===== src/rtl/item_spawn_ctrl_if.sv =====
// Generator handshake bundle between item_spawn_ctrl (master) and the item-position generator (slave).
// o_Gen_Req stays high while the controller wants a position; the generator answers with a
// one-cycle i_Gen_Done carrying i_Gen_x/i_Gen_y, and the controller only consumes it while waiting.
interface item_spawn_ctrl_if;
   logic       o_Gen_Req;
   logic       i_Gen_Done;
   logic [5:0] i_Gen_x;
   logic [5:0] i_Gen_y;

   modport master (
      output o_Gen_Req,
      input  i_Gen_Done,
      input  i_Gen_x,
      input  i_Gen_y
   );

   modport slave (
      input  o_Gen_Req,
      output i_Gen_Done,
      output i_Gen_x,
      output i_Gen_y
   );
endinterface


===== src/rtl/item_spawn_ctrl.sv =====
// Snake item sequencer: requests a food position, latches it, detects eats and keeps the score.
// Optional macro ITEM_LIFETIME_EN: items expire after ITEM_LIFE ticks without being eaten.
module item_spawn_ctrl #(
   parameter int         SCORE_W     = 10,
   parameter int         GEN_TIMEOUT = 256,
   parameter logic [5:0] DEF_X       = 6'd5,
   parameter logic [5:0] DEF_Y       = 6'd5,
   parameter int         ITEM_LIFE   = 64
) (
   input  logic               i_Clk,
   input  logic               i_Rst,
   input  logic               i_Game_start,
   input  logic               i_Game_over,
   input  logic               i_Tick,
   input  logic [5:0]         i_Head_x,
   input  logic [5:0]         i_Head_y,
   item_spawn_ctrl_if.master  gen,
   output logic [5:0]         o_Item_x,
   output logic [5:0]         o_Item_y,
   output logic               o_Item_valid,
   output logic               o_Grow,
   output logic [SCORE_W-1:0] o_Score,
   output logic               o_Gen_Err,
   output logic [1:0]         o_Dbg_State
);

   typedef enum logic [1:0] {
      S_IDLE   = 2'd0,
      S_REQ    = 2'd1,
      S_WAIT   = 2'd2,
      S_ACTIVE = 2'd3
   } state_t;

   localparam int                WAIT_W    = $clog2(GEN_TIMEOUT);
   localparam logic [WAIT_W-1:0] WAIT_LAST = WAIT_W'(GEN_TIMEOUT - 1);

   if (GEN_TIMEOUT < 2 || ITEM_LIFE < 1) begin : g_bad_param
      $error("item_spawn_ctrl: GEN_TIMEOUT must be >= 2 and ITEM_LIFE >= 1");
   end

   state_t              state_q, state_d;
   logic [WAIT_W-1:0]   wait_q, wait_d;
   logic [5:0]          item_x_q, item_x_d;
   logic [5:0]          item_y_q, item_y_d;
   logic                valid_q, valid_d;
   logic                grow_q, grow_d;
   logic [SCORE_W-1:0]  score_q, score_d;
   logic                err_q, err_d;
   logic                head_hit;

`ifdef ITEM_LIFETIME_EN
   localparam int                LIFE_W    = (ITEM_LIFE > 1) ? $clog2(ITEM_LIFE) : 1;
   localparam logic [LIFE_W-1:0] LIFE_LAST = LIFE_W'(ITEM_LIFE - 1);
   logic [LIFE_W-1:0]   life_q, life_d;
`endif

   assign head_hit = (i_Head_x == item_x_q) && (i_Head_y == item_y_q);

   always_comb begin
      state_d  = state_q;
      wait_d   = wait_q;
      item_x_d = item_x_q;
      item_y_d = item_y_q;
      valid_d  = valid_q;
      grow_d   = 1'b0;
      score_d  = score_q;
      err_d    = err_q;
`ifdef ITEM_LIFETIME_EN
      life_d   = life_q;
`endif
      // Game over outranks game start so a simultaneous pair leaves the game stopped.
      if (i_Game_over) begin
         state_d = S_IDLE;
         valid_d = 1'b0;
      end else if (i_Game_start) begin
         state_d = S_REQ;
         valid_d = 1'b0;
         score_d = '0;
         err_d   = 1'b0;
         wait_d  = '0;
`ifdef ITEM_LIFETIME_EN
         life_d  = '0;
`endif
      end else begin
         case (state_q)
            S_IDLE: begin
               state_d = S_IDLE;
            end
            S_REQ: begin
               wait_d  = '0;
               state_d = S_WAIT;
            end
            S_WAIT: begin
               // A real result arriving on the timeout cycle still beats the fallback.
               if (gen.i_Gen_Done) begin
                  item_x_d = gen.i_Gen_x;
                  item_y_d = gen.i_Gen_y;
                  valid_d  = 1'b1;
                  state_d  = S_ACTIVE;
`ifdef ITEM_LIFETIME_EN
                  life_d   = '0;
`endif
               end else if (wait_q == WAIT_LAST) begin
                  item_x_d = DEF_X;
                  item_y_d = DEF_Y;
                  err_d    = 1'b1;
                  valid_d  = 1'b1;
                  state_d  = S_ACTIVE;
`ifdef ITEM_LIFETIME_EN
                  life_d   = '0;
`endif
               end else begin
                  wait_d = wait_q + 1'b1;
               end
            end
            S_ACTIVE: begin
               if (i_Tick) begin
                  if (head_hit) begin
                     grow_d  = 1'b1;
                     score_d = (score_q == {SCORE_W{1'b1}}) ? score_q : score_q + 1'b1;
                     valid_d = 1'b0;
                     state_d = S_REQ;
`ifdef ITEM_LIFETIME_EN
                  end else if (life_q == LIFE_LAST) begin
                     valid_d = 1'b0;
                     state_d = S_REQ;
                  end else begin
                     life_d = life_q + 1'b1;
`endif
                  end
               end
            end
            default: begin
               state_d = S_IDLE;
               valid_d = 1'b0;
            end
         endcase
      end
   end

   always_ff @(posedge i_Clk or negedge i_Rst) begin
      if (!i_Rst) begin
         state_q  <= S_IDLE;
         wait_q   <= '0;
         item_x_q <= '0;
         item_y_q <= '0;
         valid_q  <= 1'b0;
         grow_q   <= 1'b0;
         score_q  <= '0;
         err_q    <= 1'b0;
`ifdef ITEM_LIFETIME_EN
         life_q   <= '0;
`endif
      end else begin
         state_q  <= state_d;
         wait_q   <= wait_d;
         item_x_q <= item_x_d;
         item_y_q <= item_y_d;
         valid_q  <= valid_d;
         grow_q   <= grow_d;
         score_q  <= score_d;
         err_q    <= err_d;
`ifdef ITEM_LIFETIME_EN
         life_q   <= life_d;
`endif
      end
   end

   assign gen.o_Gen_Req = (state_q == S_REQ) || (state_q == S_WAIT);
   assign o_Item_x      = item_x_q;
   assign o_Item_y      = item_y_q;
   assign o_Item_valid  = valid_q;
   assign o_Grow        = grow_q;
   assign o_Score       = score_q;
   assign o_Gen_Err     = err_q;
   assign o_Dbg_State   = state_q;

endmodule


===== src/flat_wrapper.sv =====
// flat-port wrapper written by rule: the top's interface ports become plain ports
module item_spawn_ctrl_flat 
#(
   parameter int         SCORE_W     = 10,
   parameter int         GEN_TIMEOUT = 256,
   parameter logic [5:0] DEF_X       = 6'd5,
   parameter logic [5:0] DEF_Y       = 6'd5,
   parameter int         ITEM_LIFE   = 64
)
  (i_Clk, i_Rst, i_Game_start, i_Game_over, i_Tick, i_Head_x, i_Head_y, o_Item_x, o_Item_y, o_Item_valid, o_Grow, o_Score, o_Gen_Err, o_Dbg_State, gen_o_Gen_Req, gen_i_Gen_Done, gen_i_Gen_x, gen_i_Gen_y);
  item_spawn_ctrl_if gen_i ();
  input  logic i_Clk;
  input  logic i_Rst;
  input  logic i_Game_start;
  input  logic i_Game_over;
  input  logic i_Tick;
  input  logic [5:0] i_Head_x;
  input  logic [5:0] i_Head_y;
  output logic [5:0] o_Item_x;
  output logic [5:0] o_Item_y;
  output logic o_Item_valid;
  output logic o_Grow;
  output logic [SCORE_W-1:0] o_Score;
  output logic o_Gen_Err;
  output logic [1:0] o_Dbg_State;
  output wire logic [$bits(gen_i.o_Gen_Req)-1:0] gen_o_Gen_Req;
  input wire logic [$bits(gen_i.i_Gen_Done)-1:0] gen_i_Gen_Done;
  input wire logic [$bits(gen_i.i_Gen_x)-1:0] gen_i_Gen_x;
  input wire logic [$bits(gen_i.i_Gen_y)-1:0] gen_i_Gen_y;
  assign gen_o_Gen_Req = gen_i.o_Gen_Req;
  assign gen_i.i_Gen_Done = gen_i_Gen_Done;
  assign gen_i.i_Gen_x = gen_i_Gen_x;
  assign gen_i.i_Gen_y = gen_i_Gen_y;
  item_spawn_ctrl #(.SCORE_W(SCORE_W), .GEN_TIMEOUT(GEN_TIMEOUT), .DEF_X(DEF_X), .DEF_Y(DEF_Y), .ITEM_LIFE(ITEM_LIFE)) u_core (.i_Clk(i_Clk), .i_Rst(i_Rst), .i_Game_start(i_Game_start), .i_Game_over(i_Game_over), .i_Tick(i_Tick), .i_Head_x(i_Head_x), .i_Head_y(i_Head_y), .gen(gen_i), .o_Item_x(o_Item_x), .o_Item_y(o_Item_y), .o_Item_valid(o_Item_valid), .o_Grow(o_Grow), .o_Score(o_Score), .o_Gen_Err(o_Gen_Err), .o_Dbg_State(o_Dbg_State));
endmodule

===== config.mk =====
export PLATFORM = sky130hd
export DESIGN_NAME = item_spawn_ctrl_flat
export DESIGN_NICKNAME = d
export VERILOG_FILES = /design/src/rtl/item_spawn_ctrl_if.sv /design/src/rtl/item_spawn_ctrl.sv /design/src/flat_wrapper.sv
export SDC_FILE = /design/constraint.sdc
export NUM_CORES = 1
export LEC_CHECK = 0
export BUFFER_PORTS_ARGS = -buffer_cell sky130_fd_sc_hd__buf_2
export CAP_MARGIN = 20
export CORE_UTILIZATION = 51
export DETAILED_ROUTE_END_ITERATION = 7
export HOLD_SLACK_MARGIN = 0.15
export PLACE_DENSITY = 0.78
export SETUP_SLACK_MARGIN = 0.4
export SLEW_MARGIN = 5
export SYNTH_ARGS = -nofsm -noshare
export SYNTH_HDL_FRONTEND = slang
export SYNTH_SLANG_ARGS = --single-unit

===== constraint.sdc =====
create_clock -name i_Clk -period 2.4 [get_ports i_Clk]
set_input_delay 0.12 -clock i_Clk [delete_from_list [all_inputs] [get_ports i_Clk]]
set_output_delay 0.12 -clock i_Clk [all_outputs]
set_load 0.01 [all_outputs]

**Word-level counts from Yosys, hierarchy flattened**

Cells that the tools add are included.

- Flip-flop bits (word level): 35
- Output and inout bits: 28
- Word-level logic and storage cells: 77

- $add $sub $neg: 2
- Equality and inequality tests: 14
- Muxes and demuxes: 34
- Bitwise operators: 2
- Reduce and logical (&&, ||, !) cells: 17

Operator list:

| cell | number |
|---|---|
| $mux W10 | 5 |
| $mux W8 | 3 |
| $mux W6 | 3 |
| $pmux W8 S2 | 1 |
| $reduce_and A4 Y1 | 4 |
| $mux W1 | 14 |
| $eq A6 B6 Y1 | 2 |
| $mux W2 | 6 |
| $reduce_bool A2 Y1 | 6 |
| $add A10 B1 Y10 const B | 1 |
| $eq A10 B10 Y1 const B | 1 |
| $add A8 B1 Y8 const B | 1 |
| $eq A8 B8 Y1 const B | 1 |
| $pmux W2 S4 | 1 |
| $ne A3 B3 Y1 const B | 2 |
| $ne A5 B4 Y1 const B | 1 |
| $reduce_and A5 Y1 | 1 |
| $eq A2 B2 Y1 const B | 2 |
| $ne A2 B2 Y1 const B | 2 |
| $ne A4 B3 Y1 const B | 1 |
| $ne A4 B4 Y1 const B | 1 |
| $reduce_bool A4 Y1 | 1 |
| $reduce_and A3 Y1 | 1 |
| $reduce_bool A3 Y1 | 1 |
| other kinds (6) | 7 |

**Depth between registers and ports, before layout**

- Depth after elaboration: 7
- Depth in mapped cells: 8
- Gate-level depth less buffers: 8

**Least setup slack after synthesis**

OpenSTA, ideal clock, no wires.

- Path type: reg-to-reg
- From: reg u_core.item_x_q[3] (netlist: u_core.o_Item_x[3])
- To: reg u_core.score_q[3] (netlist: u_core.o_Score[3])
- Setup time: 0.126 ns
- Arrival time: 1.748 ns
- Required time: 2.274 ns
- Path slack: 0.526 ns
- Stages on the path, launching flop included: 8
- Period minus slack after synthesis: 1.874 ns
- Cell sequence: dfrtp_1 -> xnor2_1 -> nand4_1 -> nor4_4 -> and3_1 -> buf_4 -> nand2_1 -> a221o_1

- Longest elaborated chain between the ends: 4

RTL lines:

| element | line | RTL |
|---|---|---|
| from (decl) | item_spawn_ctrl.sv:43 | `logic [5:0] item_x_q, item_x_d;` |
| from (signal assigned) | item_spawn_ctrl.sv:157 | `item_x_q <= item_x_d;` |
| $eq A6 B6 Y1 | item_spawn_ctrl.sv:57 | `assign head_hit = (i_Head_x == item_x_q) && (i_Head_y == item_y_q);` |
| $logic_and A1 B1 Y1 | item_spawn_ctrl.sv:57 |  |
| $reduce_bool A2 Y1 (no line) | - |  |
| $reduce_and A5 Y1 (no line) | - |  |
| to (signal assigned) | item_spawn_ctrl.sv:161 | `score_q <= score_d;` |
| to (decl) | item_spawn_ctrl.sv:47 | `logic [SCORE_W-1:0] score_q, score_d;` |

Every way passes these cells.
A chain may end at the register's enable or synchronous reset.

**Worst setup path after layout**

- From: reg u_core.item_x_q[3] (netlist: u_core.o_Item_x[3])
- To: reg u_core.score_q[4] (netlist: u_core.o_Score[4])

The elaborated chain is that of the path after synthesis.

==> flow_metrics.env <==
export IMPL_max_cap_viol_count=0
export IMPL_final_cell_area_sq_um=2540
export IMPL_finalWirelength_um=4720
export IMPL_max_slew_margin_rel_pct=48.7
export IMPL_drcViolationCount=0
export IMPL_p_clk_share_pct=33.2
export IMPL_placed_cell_area_sq_um=2230
export IMPL_syn_instance_count=189
export IMPL_clkLatencyLatePin_ns=0.28
export IMPL_clock_tree_root="sky130_fd_sc_hd__clkbuf_8"
export IMPL_worstReg2RegStart="u_core.o_Item_x[3]"
export IMPL_tot_gr_track_use_pct=25.6
export IMPL_min_path_cells=3
export IMPL_hold_viol=0
export IMPL_cp_depth=6
export IMPL_number_of_core_rows=21
export IMPL_drive_gt1_share_pct=33.8
export IMPL_crit_path_start_kind="register"
export IMPL_seqPwrFrac_pct=47.3
export IMPL_comb_power_share_pct=19.5
export IMPL_timing_critical_path_from="u_core.o_Item_x[3]"
export IMPL_floorplan_core_area_sq_um=3470
export IMPL_chipHeight_um=63.2
export IMPL_critPathMostFrequentCell="sky130_fd_sc_hd__nand4_1"
export IMPL_internal_power_mw=1.04
export IMPL_initial_core_util_pct=55.1
export IMPL_synthesis_nets=225
export IMPL_critical_path_max_stage_delay_ns=0.41
export IMPL_antenna_cells=0
export IMPL_whs_ns=0.181
export IMPL_rr_endpoint="u_core.o_Score[4]"
export IMPL_design_final_nets=301
export IMPL_placed_cells_incl_taps=287
export IMPL_setup_worst_path_class="register to register"
export IMPL_avgSynthCellArea_sq_um=10.1
export IMPL_grt_overflow_total=0
export IMPL_fp_dieW_um=63.2
export IMPL_clock_tree_from_tritoncts="done"
export IMPL_place_gp_congestion=0.798
export IMPL_final_max_slew_violation_count=0
export IMPL_reg2reg_slack_ns=0.42
export IMPL_cts_reportedPaths_clkPinSlew_ns=0.08
export IMPL_outcome="finished, final reports clean"
export IMPL_io_pin_count=58
export IMPL_routed_via_count=1715
export IMPL_worst_endpoint_required_ns=2.56
export IMPL_timing_critical_path_cells="xnor2_1, nand4_1, nor4_4, nand4_1, and3b_1, a211o_1"
export IMPL_grt_pass1_wl_um=7980
export IMPL_fin_crit_sh_pct=82.4
export IMPL_die_area_sq_um=3990
export IMPL_number_of_antenna_violations_at_the_first_check_in_global_routing=0
export IMPL_power_total_mw=1.43
export IMPL_setup_violations_final=0
export IMPL_detail_route_first_pass_iterations=4
export IMPL_switching_power_mw=0.395
export IMPL_flow_area_growth_from_synthesis_pct=33.2
export IMPL_cts_buffers_inserted=5
export IMPL_clock_sinks=35
export IMPL_critPathArrivalTime_ns=2.14
export IMPL_synth_warning_count=0
export IMPL_timing_hold_worst_class="primary input to register"
export IMPL_finish_cell_count_without_fillers=312
export IMPL_endpoint_kind="register"
export IMPL_vias_per_cell=5.50
export IMPL_setup_tns_ns=0
export IMPL_final_setup_skew_ns=0.00581
export IMPL_clk_path_buf_depth=2
export IMPL_first_iter_violations=137
export IMPL_dpl_hpwl_um=3130
export IMPL_htreeDepth=2
export IMPL_timing_critical_path_to="u_core.o_Score[4]"
export IMPL_critPathSlowestCell="sky130_fd_sc_hd__dfrtp_1"
export IMPL_p_sw_share_pct=27.6
export IMPL_ys_seq_area_share_pct=45.8
export IMPL_worstRegToRegCells=6
export IMPL_rsz0062_at_grt="yes"
export IMPL_critPathBufInv=0
export IMPL_timing_critical_path_fanout_max=5
export IMPL_worst_ir_drop_vdd_mv=0.345
export IMPL_synthDistinctLibCells=42
export IMPL_fin_crit_ns=1.98
export IMPL_route_antenna_remaining_nets=0
export IMPL_synthesis_area_sq_um=1910
export IMPL_worst_pin_slew_ns=0.770
export IMPL_ys_ff_latch=35
export IMPL_static_leakage_power_nw=1.26
export IMPL_maximum_number_of_pins_on_one_net_before_global_route_repair=36
export IMPL_wl_per_cell_um=15.1
export IMPL_power_density_nw_per_um2=563
export IMPL_max_freq_ghz=0.506
export IMPL_vias_in_the_first_global_route=1628
export IMPL_cp_top_family="simple AND/OR/NAND/NOR gates"
export IMPL_portBuffers=57
## how the worst min path moves through the flow
| stage | from | endpoint |
|---|---|---|
| after CTS | i_Game_over | u_core.o_Score[9] |
| after global routing | i_Game_over | u_core.o_Score[4] |
| after global placement | i_Rst | u_core.o_Item_x[4] |
| after floorplan | i_Rst | u_core.o_Dbg_State[0] |
| final | i_Game_over | u_core.o_Score[9] |
| after detailed placement | i_Rst | u_core.o_Item_x[4] |
## layer usage
metal  global-route usage [%]  part of all wire, %
met5                        0                    0
met4                     8.81                  2.1
met3                     5.80                  3.3
met2                     39.8                   48
met1                     35.1                   46
## through the flow
stage | worst slack, ns | util, %
after floorplan | 0.526 | -
after global placement | 0.322 | 64.4
after detailed placement | 0.264 | 64.4
after CTS | 0.417 | 71.4
after global routing | 0.349 | 73.4
final | 0.422 | 73.4
## registers in the layout (all words and copies together), names as in the netlist
register,cells
u_core.o_Item_y,6
u_core.o_Item_valid,1
u_core.wait_q,8
u_core.o_Gen_Err,1
u_core.o_Dbg_State,2
u_core.o_Grow,1
u_core.o_Item_x,6
u_core.o_Score,10
## kinds of logic after synthesis
kind of cell             Yosys count  share of synthesized area, %
AND/OR/NAND/NOR                   76                          22.1
flip-flops                        35                          45.8
multiplexers                       4                          2.16
AO/OA/AOI/OAI                     37                          15.0
adder cells (fa/ha/maj)            6                          3.93
XOR/XNOR                          18                          8.25
buffers and inverters             13                          2.75
## cell usage after synthesis
| library cell | n | share of area, % |
|---|---|---|
| sky130_fd_sc_hd__dfrtp_1 | 35 | 46 |
| sky130_fd_sc_hd__and3_2 | 2 | 0.79 |
| sky130_fd_sc_hd__and4_2 | 2 | 1.0 |
| sky130_fd_sc_hd__o21ai_2 | 1 | 0.46 |
| sky130_fd_sc_hd__inv_1 | 7 | 1.4 |
| sky130_fd_sc_hd__a21boi_0 | 2 | 0.79 |
| sky130_fd_sc_hd__mux2i_1 | 3 | 1.6 |
| sky130_fd_sc_hd__nand3_1 | 9 | 2.4 |
| sky130_fd_sc_hd__o31ai_1 | 2 | 0.79 |
| sky130_fd_sc_hd__a41oi_1 | 1 | 0.46 |
| sky130_fd_sc_hd__a221o_1 | 2 | 1.0 |
| sky130_fd_sc_hd__a31oi_1 | 2 | 0.65 |
| sky130_fd_sc_hd__clkbuf_1 | 4 | 0.79 |
| sky130_fd_sc_hd__xor2_1 | 6 | 2.8 |
| sky130_fd_sc_hd__a21oi_1 | 3 | 0.79 |
| sky130_fd_sc_hd__a22o_2 | 1 | 0.52 |
| sky130_fd_sc_hd__mux2_2 | 1 | 0.59 |
| sky130_fd_sc_hd__nor4_4 | 1 | 1.1 |
| sky130_fd_sc_hd__o21ai_1 | 1 | 0.26 |
| sky130_fd_sc_hd__nor4_1 | 1 | 0.33 |
| sky130_fd_sc_hd__nand3_2 | 1 | 0.52 |
| sky130_fd_sc_hd__nor2b_1 | 7 | 2.3 |
| sky130_fd_sc_hd__a21o_1 | 1 | 0.39 |
| sky130_fd_sc_hd__or2_0 | 1 | 0.33 |
| sky130_fd_sc_hd__o21ai_0 | 4 | 1.0 |
| sky130_fd_sc_hd__and3_1 | 7 | 2.3 |
| sky130_fd_sc_hd__nor2_1 | 15 | 2.9 |
| sky130_fd_sc_hd__buf_1 | 1 | 0.20 |
| sky130_fd_sc_hd__nand2_1 | 14 | 2.8 |
| sky130_fd_sc_hd__o22a_1 | 4 | 1.8 |
| sky130_fd_sc_hd__a211o_1 | 3 | 1.4 |
| sky130_fd_sc_hd__or4_1 | 1 | 0.39 |
| sky130_fd_sc_hd__and3b_1 | 1 | 0.46 |
| sky130_fd_sc_hd__and2_1 | 1 | 0.33 |
| sky130_fd_sc_hd__or2_2 | 2 | 0.65 |
| sky130_fd_sc_hd__ha_1 | 6 | 3.9 |
| sky130_fd_sc_hd__nor3_1 | 2 | 0.52 |
| sky130_fd_sc_hd__o311ai_1 | 2 | 0.92 |
| sky130_fd_sc_hd__xnor2_1 | 12 | 5.5 |
| sky130_fd_sc_hd__a22o_1 | 8 | 3.7 |
| sky130_fd_sc_hd__buf_4 | 1 | 0.39 |
| sky130_fd_sc_hd__nand4_1 | 9 | 2.9 |
## layout make-up
cell class / instances / area, sq um
clock buffers: 7 / 96.3
clock inverters: 1 / 7.51
inverters: 7 / 26.3
multi-input cells: 141 / 1030
flip-flops and latches: 35 / 876
fillers: 262 / 923
well taps: 46 / 57.6
repair buffers: 75 / 453
## power by group through the flow
stage	sequential, mW	combinational [mW]	clock (mW)
4_1_cts	0.676	0.262	0.480
5_1_grt	0.685	0.306	0.516
2_1_floorplan	0.703	0.117	0
6_report	0.678	0.280	0.475
3_5_place_dp	0.687	0.243	0
3_3_place_gp	0.684	0.243	0
## timing repair
item                                   CTS  global route
resized for setup                        1            10
buffers inserted                         1             3
setup endpoints to repair               10            30
hold buffers                            13             0
endpoints found under the hold margin   47             0
pin swaps                                1            10
## tightest hold or removal path: cells and delay by family
kind          cells  cell delay, ns
simple gates      2            0.12
buf+inv           1            0.17
## layout by cell type, fill, tap and decap left out, types with 3 or more instances in the layout
cell and n:
sky130_fd_sc_hd__a211o_1 3, sky130_fd_sc_hd__a21oi_1 3, sky130_fd_sc_hd__a22o_1 8, sky130_fd_sc_hd__and3_1 6, sky130_fd_sc_hd__buf_2 57, sky130_fd_sc_hd__buf_4 5
sky130_fd_sc_hd__clkbuf_8 7, sky130_fd_sc_hd__dfrtp_1 35, sky130_fd_sc_hd__dlygate4sd3_1 13, sky130_fd_sc_hd__ha_1 6, sky130_fd_sc_hd__inv_1 7, sky130_fd_sc_hd__mux2i_1 3
sky130_fd_sc_hd__nand2_1 14, sky130_fd_sc_hd__nand3_1 9, sky130_fd_sc_hd__nand4_1 9, sky130_fd_sc_hd__nor2_1 15, sky130_fd_sc_hd__nor2b_1 5, sky130_fd_sc_hd__o21ai_0 4
sky130_fd_sc_hd__o22a_1 4, sky130_fd_sc_hd__xnor2_1 11, sky130_fd_sc_hd__xor2_1 6
Power figures use the tool's default switching activity.
